--- src/rtl/easyaxi_rd_queue_pkg.sv ---
`default_nettype none
// ============================================================================
// Module   : easyaxi_rd_queue_pkg
// Purpose  : Shared encodings for the EasyAXI read-request queue.
//            - entry state encoding (FREE / PEND / ISSUED)
//            - issue FSM state encoding
//            - AXI response codes
//            - response severity ranking helpers
// Ports    : none (package)
// Revision : 1.0 - initial release
// ============================================================================
package easyaxi_rd_queue_pkg;

  typedef enum logic [1:0] {
    ENT_FREE   = 2'd0,
    ENT_PEND   = 2'd1,
    ENT_ISSUED = 2'd2
  } ent_state_e;

  typedef enum logic [1:0] {
    ISS_IDLE = 2'd0,
    ISS_PICK = 2'd1,
    ISS_SEND = 2'd2
  } iss_state_e;

  localparam logic [1:0] RESP_OKAY   = 2'b00;
  localparam logic [1:0] RESP_EXOKAY = 2'b01;
  localparam logic [1:0] RESP_SLVERR = 2'b10;
  localparam logic [1:0] RESP_DECERR = 2'b11;

  // Severity rank: DECERR > SLVERR > EXOKAY > OKAY.
  function automatic logic [1:0] resp_rank(input logic [1:0] resp);
    case (resp)
      RESP_DECERR: return 2'd3;
      RESP_SLVERR: return 2'd2;
      RESP_EXOKAY: return 2'd1;
      default:     return 2'd0;
    endcase
  endfunction

  // Returns the more severe of two responses (ties keep the first).
  function automatic logic [1:0] resp_worst(input logic [1:0] a, input logic [1:0] b);
    return (resp_rank(b) > resp_rank(a)) ? b : a;
  endfunction

endpackage
`default_nettype wire

--- src/rtl/easyaxi_rd_queue_arb.sv ---
`default_nettype none
// ============================================================================
// Module   : easyaxi_rd_queue_arb
// Purpose  : Round-robin index arbiter. When sche_en_i is high, it registers
//            the first set bit of queue_i after the previously granted
//            index, wrapping around. The result is valid on pointer_o in
//            the following cycle.
// Ports    : clk, rst_n      - clock, async active-low reset
//            queue_i         - request vector (one bit per entry)
//            sche_en_i       - schedule strobe
//            pointer_o       - granted index (registered)
// Revision : 1.0 - initial release
// ============================================================================
module easyaxi_rd_queue_arb #(
  parameter  int DEEP_NUM = 8,
  localparam int IDW      = $clog2(DEEP_NUM)
) (
  input  logic                clk,
  input  logic                rst_n,
  input  logic [DEEP_NUM-1:0] queue_i,
  input  logic                sche_en_i,
  output logic [IDW-1:0]      pointer_o
);

  logic [IDW-1:0] pointer_q;
  logic [IDW-1:0] pointer_d;
  logic [IDW-1:0] cand;

  // Scan from farthest to nearest offset so the nearest requester after
  // the last grant wins. DEEP_NUM is a power of two, so IDW-bit addition
  // wraps exactly; offset DEEP_NUM maps back to the last grant itself.
  always_comb begin
    pointer_d = pointer_q;
    cand      = '0;
    for (int k = DEEP_NUM; k >= 1; k--) begin
      cand = pointer_q + IDW'(k);
      if (queue_i[cand]) begin
        pointer_d = cand;
      end
    end
  end

  // Reset to the last index so the first grant starts from entry 0.
  always_ff @(posedge clk or negedge rst_n) begin
    if (!rst_n) begin
      pointer_q <= IDW'(DEEP_NUM - 1);
    end else if (sche_en_i) begin
      pointer_q <= pointer_d;
    end
  end

  assign pointer_o = pointer_q;

endmodule
`default_nettype wire

--- src/rtl/easyaxi_rd_queue.sv ---
`default_nettype none
// ============================================================================
// Module   : easyaxi_rd_queue
// Purpose  : Outstanding read-request queue for the EasyAXI master. Stores up
//            to DEEP_NUM commands, issues them on AR in round-robin order,
//            and routes R beats back to the core by ID with the stored tag.
// Ports    : clk, rst_n                        - clock, async active-low reset
//            req_valid_i/req_ready_o, req_*_i  - core command
//            ar*_o / arready_i                 - AXI AR channel
//            rvalid_i, rid_i, rdata_i, rresp_i,
//            rlast_i / rready_o                - AXI R channel
//            rd_*_o                            - core return (no backpressure)
//            err_unexp_o                       - pulse on dropped R beat
// Config   : EASYAXI_RD_ERR_ACC_EN - when defined, each entry accumulates the
//            worst rresp and reports it on the rlast beat.
// Revision : 1.0 - initial release
// ============================================================================
module easyaxi_rd_queue
  import easyaxi_rd_queue_pkg::*;
#(
  parameter  int DEEP_NUM = 8,
  parameter  int ADDR_W   = 32,
  parameter  int DATA_W   = 32,
  parameter  int TAG_W    = 4,
  localparam int IDW      = $clog2(DEEP_NUM)
) (
  input  logic              clk,
  input  logic              rst_n,
  // core command
  input  logic              req_valid_i,
  output logic              req_ready_o,
  input  logic [ADDR_W-1:0] req_addr_i,
  input  logic [7:0]        req_len_i,
  input  logic [2:0]        req_size_i,
  input  logic [1:0]        req_burst_i,
  input  logic [TAG_W-1:0]  req_tag_i,
  // AR channel
  output logic              arvalid_o,
  input  logic              arready_i,
  output logic [IDW-1:0]    arid_o,
  output logic [ADDR_W-1:0] araddr_o,
  output logic [7:0]        arlen_o,
  output logic [2:0]        arsize_o,
  output logic [1:0]        arburst_o,
  // R channel
  input  logic              rvalid_i,
  output logic              rready_o,
  input  logic [IDW-1:0]    rid_i,
  input  logic [DATA_W-1:0] rdata_i,
  input  logic [1:0]        rresp_i,
  input  logic              rlast_i,
  // core return
  output logic              rd_valid_o,
  output logic [DATA_W-1:0] rd_data_o,
  output logic [1:0]        rd_resp_o,
  output logic              rd_last_o,
  output logic [TAG_W-1:0]  rd_tag_o,
  output logic              err_unexp_o
);

  // --------------------------------------------------------------------------
  // Entry storage
  // --------------------------------------------------------------------------
  ent_state_e        state_q [DEEP_NUM];
  logic [ADDR_W-1:0] addr_q  [DEEP_NUM];
  logic [7:0]        len_q   [DEEP_NUM];
  logic [2:0]        size_q  [DEEP_NUM];
  logic [1:0]        burst_q [DEEP_NUM];
  logic [TAG_W-1:0]  tag_q   [DEEP_NUM];

  logic [DEEP_NUM-1:0] free_vec;
  logic [DEEP_NUM-1:0] pend_vec;

  for (genvar gi = 0; gi < DEEP_NUM; gi++) begin : g_ent_vec
    assign free_vec[gi] = (state_q[gi] == ENT_FREE);
    assign pend_vec[gi] = (state_q[gi] == ENT_PEND);
  end

  // --------------------------------------------------------------------------
  // Allocation: lowest-index FREE entry
  // --------------------------------------------------------------------------
  logic [IDW-1:0] alloc_idx;
  logic           alloc_fire;

  always_comb begin
    alloc_idx = '0;
    for (int i = DEEP_NUM - 1; i >= 0; i--) begin
      if (free_vec[i]) begin
        alloc_idx = IDW'(i);
      end
    end
  end

  // Ready reflects the state at cycle start, so an entry freed this cycle
  // only becomes allocatable from the next cycle.
  assign req_ready_o = |free_vec;
  assign alloc_fire  = req_valid_i & req_ready_o;

  // --------------------------------------------------------------------------
  // Issue FSM and AR registers
  // --------------------------------------------------------------------------
  iss_state_e        iss_q;
  logic              arvalid_q;
  logic [IDW-1:0]    arid_q;
  logic [ADDR_W-1:0] araddr_q;
  logic [7:0]        arlen_q;
  logic [2:0]        arsize_q;
  logic [1:0]        arburst_q;

  logic           sche_en;
  logic [IDW-1:0] arb_ptr;
  logic           iss_fire;

  assign sche_en  = (iss_q == ISS_IDLE) && (|pend_vec);
  assign iss_fire = (iss_q == ISS_SEND) && arready_i;

  // The PEND vector sampled in IDLE keeps its bits until PICK because only
  // the issue handshake clears PEND, so arb_ptr always names a PEND entry.
  easyaxi_rd_queue_arb #(
    .DEEP_NUM (DEEP_NUM)
  ) u_arb (
    .clk       (clk),
    .rst_n     (rst_n),
    .queue_i   (pend_vec),
    .sche_en_i (sche_en),
    .pointer_o (arb_ptr)
  );

  always_ff @(posedge clk or negedge rst_n) begin
    if (!rst_n) begin
      iss_q     <= ISS_IDLE;
      arvalid_q <= 1'b0;
      arid_q    <= '0;
      araddr_q  <= '0;
      arlen_q   <= '0;
      arsize_q  <= '0;
      arburst_q <= '0;
    end else begin
      case (iss_q)
        ISS_IDLE: begin
          if (|pend_vec) begin
            iss_q <= ISS_PICK;
          end
        end
        ISS_PICK: begin
          arid_q    <= arb_ptr;
          araddr_q  <= addr_q[arb_ptr];
          arlen_q   <= len_q[arb_ptr];
          arsize_q  <= size_q[arb_ptr];
          arburst_q <= burst_q[arb_ptr];
          arvalid_q <= 1'b1;
          iss_q     <= ISS_SEND;
        end
        ISS_SEND: begin
          if (arready_i) begin
            arvalid_q <= 1'b0;
            iss_q     <= ISS_IDLE;
          end
        end
        default: begin
          arvalid_q <= 1'b0;
          iss_q     <= ISS_IDLE;
        end
      endcase
    end
  end

  assign arvalid_o = arvalid_q;
  assign arid_o    = arid_q;
  assign araddr_o  = araddr_q;
  assign arlen_o   = arlen_q;
  assign arsize_o  = arsize_q;
  assign arburst_o = arburst_q;

  // --------------------------------------------------------------------------
  // R channel classification
  // --------------------------------------------------------------------------
  logic       beat_ok;
  logic       beat_bad;
  logic       beat_free;
  logic [1:0] beat_resp;

  assign rready_o  = 1'b1;
  assign beat_ok   = rvalid_i && (state_q[rid_i] == ENT_ISSUED);
  assign beat_bad  = rvalid_i && !beat_ok;
  assign beat_free = beat_ok && rlast_i;

`ifdef EASYAXI_RD_ERR_ACC_EN
  logic [1:0] worst_q [DEEP_NUM];
  logic [1:0] worst_d;

  // The last beat reports the worst response including its own.
  assign worst_d   = resp_worst(worst_q[rid_i], rresp_i);
  assign beat_resp = rlast_i ? worst_d : rresp_i;

  always_ff @(posedge clk) begin
    if (alloc_fire) begin
      worst_q[alloc_idx] <= RESP_OKAY;
    end
    if (beat_ok) begin
      worst_q[rid_i] <= worst_d;
    end
  end
`else
  assign beat_resp = rresp_i;
`endif

  // --------------------------------------------------------------------------
  // Entry state and payload
  // --------------------------------------------------------------------------
  // Allocation touches only FREE entries, issue only the PEND entry on AR,
  // and free only an ISSUED entry, so the three writes never collide.
  always_ff @(posedge clk or negedge rst_n) begin
    if (!rst_n) begin
      for (int i = 0; i < DEEP_NUM; i++) begin
        state_q[i] <= ENT_FREE;
      end
    end else begin
      if (alloc_fire) begin
        state_q[alloc_idx] <= ENT_PEND;
      end
      if (iss_fire) begin
        state_q[arid_q] <= ENT_ISSUED;
      end
      if (beat_free) begin
        state_q[rid_i] <= ENT_FREE;
      end
    end
  end

  // Payload is qualified by entry state, so it needs no reset.
  always_ff @(posedge clk) begin
    if (alloc_fire) begin
      addr_q[alloc_idx]  <= req_addr_i;
      len_q[alloc_idx]   <= req_len_i;
      size_q[alloc_idx]  <= req_size_i;
      burst_q[alloc_idx] <= req_burst_i;
      tag_q[alloc_idx]   <= req_tag_i;
    end
  end

  // --------------------------------------------------------------------------
  // Core return registers
  // --------------------------------------------------------------------------
  logic              rd_valid_q;
  logic [DATA_W-1:0] rd_data_q;
  logic [1:0]        rd_resp_q;
  logic              rd_last_q;
  logic [TAG_W-1:0]  rd_tag_q;
  logic              err_unexp_q;

  always_ff @(posedge clk or negedge rst_n) begin
    if (!rst_n) begin
      rd_valid_q  <= 1'b0;
      rd_data_q   <= '0;
      rd_resp_q   <= '0;
      rd_last_q   <= 1'b0;
      rd_tag_q    <= '0;
      err_unexp_q <= 1'b0;
    end else begin
      rd_valid_q  <= beat_ok;
      rd_last_q   <= beat_free;
      err_unexp_q <= beat_bad;
      if (beat_ok) begin
        rd_data_q <= rdata_i;
        rd_resp_q <= beat_resp;
        rd_tag_q  <= tag_q[rid_i];
      end
    end
  end

  assign rd_valid_o  = rd_valid_q;
  assign rd_data_o   = rd_data_q;
  assign rd_resp_o   = rd_resp_q;
  assign rd_last_o   = rd_last_q;
  assign rd_tag_o    = rd_tag_q;
  assign err_unexp_o = err_unexp_q;

endmodule
`default_nettype wire
--- config.mk ---
export PLATFORM = sky130hd
export DESIGN_NAME = easyaxi_rd_queue
export DESIGN_NICKNAME = d
export VERILOG_FILES = /design/src/rtl/easyaxi_rd_queue_pkg.sv /design/src/rtl/easyaxi_rd_queue_arb.sv /design/src/rtl/easyaxi_rd_queue.sv
export SDC_FILE = /design/constraint.sdc
export NUM_CORES = 1
export LEC_CHECK = 0
export ABC_AREA = 1
export BUFFER_PORTS_ARGS = -buffer_cell sky130_fd_sc_hd__buf_2
export CAP_MARGIN = 20
export CELL_PAD_IN_SITES_DETAIL_PLACEMENT = 0
export CELL_PAD_IN_SITES_GLOBAL_PLACEMENT = 1
export CORE_MARGIN = 1
export CORE_UTILIZATION = 54
export CTS_BUF_LIST = sky130_fd_sc_hd__clkbuf_2 sky130_fd_sc_hd__clkbuf_4 sky130_fd_sc_hd__clkbuf_8
export DETAILED_ROUTE_END_ITERATION = 8
export GPL_ROUTABILITY_DRIVEN = 0
export PLACE_DENSITY_LB_ADDON = 0.1
export SLEW_MARGIN = 40
export SYNTH_ARGS = -nofsm -noshare
export SYNTH_HDL_FRONTEND = slang
export SYNTH_SLANG_ARGS = --single-unit
--- constraint.sdc ---
create_clock -name clk -period 10.5 [get_ports clk]
set_input_delay 0 -clock clk [delete_from_list [all_inputs] [get_ports clk]]
set_output_delay 0 -clock clk [all_outputs]
set_load 0.01 [all_outputs]
# [Word level (Yosys, flattened, before mapping)]
# Memories as Yosys holds them, arrays and structs flattened. A register that Yosys moved wholly into a read port is not among the register bits.
# Index checks and enable logic that the tools add are counted.
[classes] eq_ne=13 addsub=7 order_cmp=13 bitwise_logic=13 n_mul=0 muxes=48 n_reduce_logical=29 n_div=0 shifts=0
[op_table] cell="2-to-1 mux 16 bit" n=3
[op_table] cell="2-to-1 mux 3 bit" n=15
[op_table] cell="less-than comparator 3 x 4 -> 1 bit (second input constant)" n=7
[op_table] cell="binary-select mux 1 bit (select 3 bit)" n=7
[op_table] cell="demux 2 bit (select 3 bit)" n=3
[op_table] cell="== test 2 x 1 -> 1 bit (second input constant)" n=9
[op_table] cell="logical NOT 2 bit" n=9
[op_table] cell="bitwise AND 16 bit" n=1
[op_table] cell="bitwise AND 8 bit" n=2
[op_table] cell="NOT 16 bit" n=1
[op_table] cell="NOT 8 bit" n=2
[op_table] cell="OR 8 bit" n=2
[op_table] cell="OR reduction 8 bit" n=2
[op_table] cell="2-to-1 mux 2 bit" n=7
[op_table] cell="adder 3 bit (second input constant)" n=4
[op_table] cell="greater-or-equal comparator 4 bit (second input constant)" n=3
[op_table] cell="less-than comparator 4 x 1 -> 1 bit (second input constant)" n=3
[op_table] cell="NOT 3 -> 4 bit" n=3
[op_table] cell="2-to-1 mux 1 bit" n=10
[op_table] cell="logical AND 1 bit" n=8
[op_table] cell="nonzero test 7 bit" n=1
[op_table] cell="adder 3 x 2 -> 3 bit (second input constant)" n=2
[op_table] cell="binary-select mux 2 bit (select 3 bit)" n=1
[op_table] cell="logical NOT 1 bit" n=6
[op_table] cell="other kinds (9)" n=12
[word_totals] wordCells=145 mem_bits_rw=392 mem_count=5 inputBits=92 latch_bits=0 regBits=62 romBits=0
[memory_table] name="addr_q" words=8 word_bits=32 read_ports=1 rd_ports_with_merged_regs=1 write_ports=1 line="easyaxi_rd_queue.sv:65" source="logic [ADDR_W-1:0] addr_q [DEEP_NUM];"
[memory_table] name="len_q" words=8 word_bits=8 read_ports=1 rd_ports_with_merged_regs=1 write_ports=1 line="easyaxi_rd_queue.sv:66" source="logic [7:0] len_q [DEEP_NUM];"
[memory_table] name="tag_q" words=8 word_bits=4 read_ports=1 rd_ports_with_merged_regs=1 write_ports=1 line="easyaxi_rd_queue.sv:69" source="logic [TAG_W-1:0] tag_q [DEEP_NUM];"
[memory_table] name="size_q" words=8 word_bits=3 read_ports=1 rd_ports_with_merged_regs=1 write_ports=1 line="easyaxi_rd_queue.sv:67" source="logic [2:0] size_q [DEEP_NUM];"
[memory_table] name="burst_q" words=8 word_bits=2 read_ports=1 rd_ports_with_merged_regs=1 write_ports=1 line="easyaxi_rd_queue.sv:68" source="logic [1:0] burst_q [DEEP_NUM];"

# [Longest topological paths before layout]
[logic_depth] depth_word=21 depth_mapped=17 depth_no_buf=16

# [Cells and area by module]
# From an unflattened synthesis, not the netlist that was laid out.
[unflattened] cells_unflattened=1753 area_unflattened_um2=20200.6
[modules_own_cells] module="easyaxi_rd_queue" seq_area_each_um2=14473.9 instances=1 cells_per_inst=1610 area_each_um2=19391.1
[modules_own_cells] module="easyaxi_rd_queue_arb" seq_area_each_um2=78.8 instances=1 cells_per_inst=143 area_each_um2=809.5

# [Worst setup path before layout]
# Ideal clock, no wire load.
[synth_path] path_type="register to register" from="register state_q[3] (netlist name)" to="memory addr_q[0][0], enable pin" synth_period_minus_slack_ns=3.582 required_time_ns=10.043 arrival_ns=3.125 n_path_buf=0 stages_incl_launch_ff=10 setup_time_ns=0.457 setup_slack_ns=6.918 path_cell_list="dfrtp_1 -> inv_1 -> nand2_1 -> a21oi_1 -> nor2_1 -> nor2_1 -> o21ai_0 -> nand2_1 -> inv_1 -> nor2_1"
[synth_between] elab_chain_len=8
[synth_rtl] element="start, declared" line="easyaxi_rd_queue.sv:64" source="ent_state_e state_q [DEEP_NUM];"
[synth_rtl] element="start signal, assigned by index" line="easyaxi_rd_queue.sv:216" source="state_q[i] <= ENT_FREE;"
[synth_rtl] element="start signal, assigned by index" line="easyaxi_rd_queue.sv:220" source="state_q[alloc_idx] <= ENT_PEND;"
[synth_rtl] element="start signal, assigned by index" line="easyaxi_rd_queue.sv:223" source="state_q[arid_q] <= ENT_ISSUED;"
[synth_rtl] element="logical NOT 2 bit (*)" line="easyaxi_rd_queue.sv:75" source="assign free_vec[gi] = (state_q[gi] == ENT_FREE);"
[synth_rtl] element="2-to-1 mux 3 bit (7 in a row)" line="easyaxi_rd_queue.sv:88" source="if (free_vec[i]) begin"
[synth_rtl] element="end, declared" line="easyaxi_rd_queue.sv:65"
# Mark *: on every way between the ends. The rest lies on a longest branch, timed or not.

# [Worst setup path after layout]
[layout_path] from="register iss_q[0]" to="register araddr_q[8] (netlist: araddr_o[8]), read port of addr_q"
[layout_between] elab_chain_len=1
[layout_rtl] element="start, declared" line="easyaxi_rd_queue.sv:102" source="iss_state_e iss_q;"
[layout_rtl] element="start signal, assigned" line="easyaxi_rd_queue.sv:131" source="iss_q <= ISS_IDLE;"
[layout_rtl] element="start signal, assigned" line="easyaxi_rd_queue.sv:142" source="iss_q <= ISS_PICK;"
[layout_rtl] element="start signal, assigned" line="easyaxi_rd_queue.sv:152" source="iss_q <= ISS_SEND;"
[layout_rtl] element="== test 2 x 1 -> 1 bit" line="easyaxi_rd_queue.sv:139" source="case (iss_q)"
[layout_rtl] element="end, declared" line="easyaxi_rd_queue.sv:105" source="logic [ADDR_W-1:0] araddr_q;"
# Every way passes these cells.
# A chain may end at the register's enable or synchronous reset.

==> results_dict.tcl <==
set metrics [dict create \
    status "finished, violations left" \
    violations "negative hold slack" \
    synthArstFlopShare_pct 22.1 \
    hpwlAfterDp_um 25200 \
    crit_chain "inv_1 -> nor2_4 -> buf_4 -> inv_1 -> nor2_4 -> buf_4 -> inv_1 -> a21oi_1 -> nand4_1 -> o21ai_0 -> a41oi_1" \
    reg2reg_depth 11 \
    max_slew_margin_pct 43.7 \
    area_growth_pct 22.8 \
    seq_area_frac_synth_pct 75.4 \
    path_max_fanout 48 \
    ioPinCount 184 \
    finalNetCount 1995 \
    tns_ns 0 \
    cp-startpoint "iss_q[0]" \
    cts.sinks 503 \
    tightest_slew_ns 0.844 \
    layout.cells.non_filler 2424 \
    drv_cap 0 \
    dr.pass1.iters 5 \
    overflow 0 \
    synth_fp_nets 1652 \
    grt_max_degree 83 \
    crit_cells 11 \
    slowest_stage "buf_4" \
    cp_data_arrival_time_ns 3.59 \
    finalWirelength_um 47200 \
    fin_hold_ws_ns -0.00256 \
    setup_viol 0 \
    fin_crit_ns 3.13 \
    start_util_pct 55.4 \
    clk_latency_ns 0.62 \
    postRouteAntennaNets 0 \
    max_stage_delay_ns 0.59 \
    hold_violations 2 \
    avgSynthCellArea_um2 12.4 \
    die_w_um 191 \
    synth_seq_cells 503 \
    path_class "reg2reg" \
    vias 13300 \
    ys_types 34 \
    grt_use_total_pct 26.3 \
    drive_gt1_share_pct 18.8 \
    ir_worst_vdd_v 0.000210 \
    cts.path.max_buffers 3 \
    p_leak_uw 0.00920 \
    r2r_end "araddr_o[8]" \
    post-route-period-util_pct 29.8 \
    path_delay_family "buffers and inverters" \
    ys.flop_type "edfxtp_1" \
    syn_area_um2 19300 \
    cpMostUsedCell "inv_1" \
    fp.dieH_um 191 \
    h-tree-depth 3 \
    initialDrtViolationCount 991 \
    routedWlPerCell_um 19.5 \
    dpl-instance-area_um2 20700 \
    grt_pass1_vias 13100 \
    crit_end "araddr_o[8]" \
    power_density_nw_per_um2 290 \
    grt_antenna_before_repair 4 \
    final_util_pct 68.0 \
    place_inst 2148 \
    hold_class "in2async" \
    startpoint_type "register" \
    rrSetupSlack_ns 7.37 \
    rr_startpoint "iss_q[0]" \
    grt_first_pass_wirelength_um 72200 \
    fmax_mhz 320 \
    stdcell_area_um2 23700 \
    port_buffers 182 \
    syn_inst 1558 \
    cts_tree "built" \
    dieArea_um2 36500 \
    clk_pin_slew_ns 0.06 \
    maxSlewViolCount 0 \
    cp.required_ns 10.96 \
    cp-end-kind "register" \
    core_area_um2 34900 \
    cts-resized-gates 0 \
    drc 0 \
    synth_warnings 0 \
    viasPerCell 5.48 \
    cts_root_buf "clkbuf_8" \
    numCtsBuffers 80 \
    crit_buf_inv 5 \
    grt_setup_unrepaired "no" \
    fin_skew_ns 0.0227 \
    synth_edf_count 392 \
    rows 68 \
]
==> worst reg2reg max path, cell delays in order (launching register included) <==
cell,delay [ns]
dfrtp_1,0.38
inv_1,0.10
nor2_4,0.07
buf_4,0.59
inv_1,0.28
nor2_4,0.13
buf_4,0.50
inv_1,0.45
a21oi_1,0.22
nand4_1,0.09
o21ai_0,0.10
a41oi_1,0.09
==> placed cells by master, fill, tap and decap left out, types with 37 or more instances in the layout <==
cell type | netlist | final
nand2_1 | 534 | 534
edfxtp_1 | 392 | 392
buf_2 | 4 | 181
dlygate4sd3_1 | 0 | 125
dfrtp_1 | 108 | 108
nand3_1 | 91 | 91
clkbuf_8 | 0 | 91
a21oi_1 | 78 | 78
inv_1 | 61 | 60
nor2_1 | 63 | 53
a41oi_1 | 45 | 45
o22ai_1 | 41 | 41
clkbuf_4 | 0 | 37
==> cell families (layout without fill, tap and decap cells) <==
kind of cell	after synthesis	count (layout)	share of synthesized area, %
AOI/OAI and AO/OA	206	206	6.80
xor gates and xnor gates	2	2	0.0907
adders and majority gates	2	2	0.130
buffers and inverters	132	540	2.84
DFF	503	503	75.4
other	1	4	0.0194
and+or+nand+nor	712	712	14.8
==> per-stage QoR <==
stage	hold WS, ns	setup slack (ns)	total power [uW]
after floorplan	-0.296	6.92	4270
after global placement	0.194	7.42	5030
after detailed placement	0.107	7.42	5070
after CTS	0.00233	7.39	6910
after global routing	0.0288	7.15	7280
final	-0.00256	7.37	6890
==> cell usage after synthesis, types with 15 or more instances <==
library cell    n  area [um^2]
o22ai_1        41          257
a21oi_1        78          390
nand2_1       534         2000
dfrtp_1       108         2700
edfxtp_1      392        11800
nand4_1        15         93.8
inv_1          61          229
nor2_1         63          236
nand3_1        91          455
a41oi_1        45          394
clkbuf_1       46          173
o21ai_0        22          110
==> registers in the layout, indices dropped and copies added, names as in the netlist, 8 cells and up <==
name	cells
addr_q	256
araddr_o	32
arlen_o	8
burst_q	16
len_q	64
rd_data_o	32
size_q	24
state_q	16
tag_q	32
==> how the worst min path moves through the flow <==
| stage | from | to | slack (ns) | cells past startpoint |
|---|---|---|---|---|
| global route | rst_n | rd_last_o | 0.03 | 2 |
| CTS | rst_n | rd_last_o | 0.002 | 2 |
| detailed placement | rst_n | arvalid_o | 0.11 | 1 |
| floorplan | rst_n | araddr_o[0] | -0.30 | 0 |
| global placement | rdata_i[16] | rd_data_o[16] | 0.19 | 3 |
| finish | rst_n | rd_last_o | -0.003 | 2 |
==> layout make-up <==
class | instances | area, um^2
Antenna cell | 3 | 7.51
Clock buffer | 128 | 1530
Timing Repair Buffer | 325 | 2350
Sequential cell | 503 | 14600
Fill cell | 2584 | 11200
Multi-Input combinational cell | 923 | 4300
Clock inverter | 19 | 150
Tap cell | 455 | 569
Inverter | 68 | 258
==> routing by layer <==
metal	part of all wire (%)	GRT usage (%)	routed length (um)
met5	0.042	0	20
met4	2.2	9.74	1040
met3	6.5	5.10	3080
met2	48	42.9	22800
met1	43	35.2	20300
==> what timing repair did <==
action / in CTS / in global routing
hold buffers: 125 / 0
endpoints found under the hold margin: 513 / 0
setup buffers: 0 / 0
==> power breakdown <==
part | total, uW | switching [uW] | internal [uW]
logic | 2210 | 1480 | 734
clock network | 1720 | 741 | 975
registers | 2960 | 241 | 2720
total | 6890 | 2460 | 4430
Note: power is estimated with default switching activity, not from simulation.
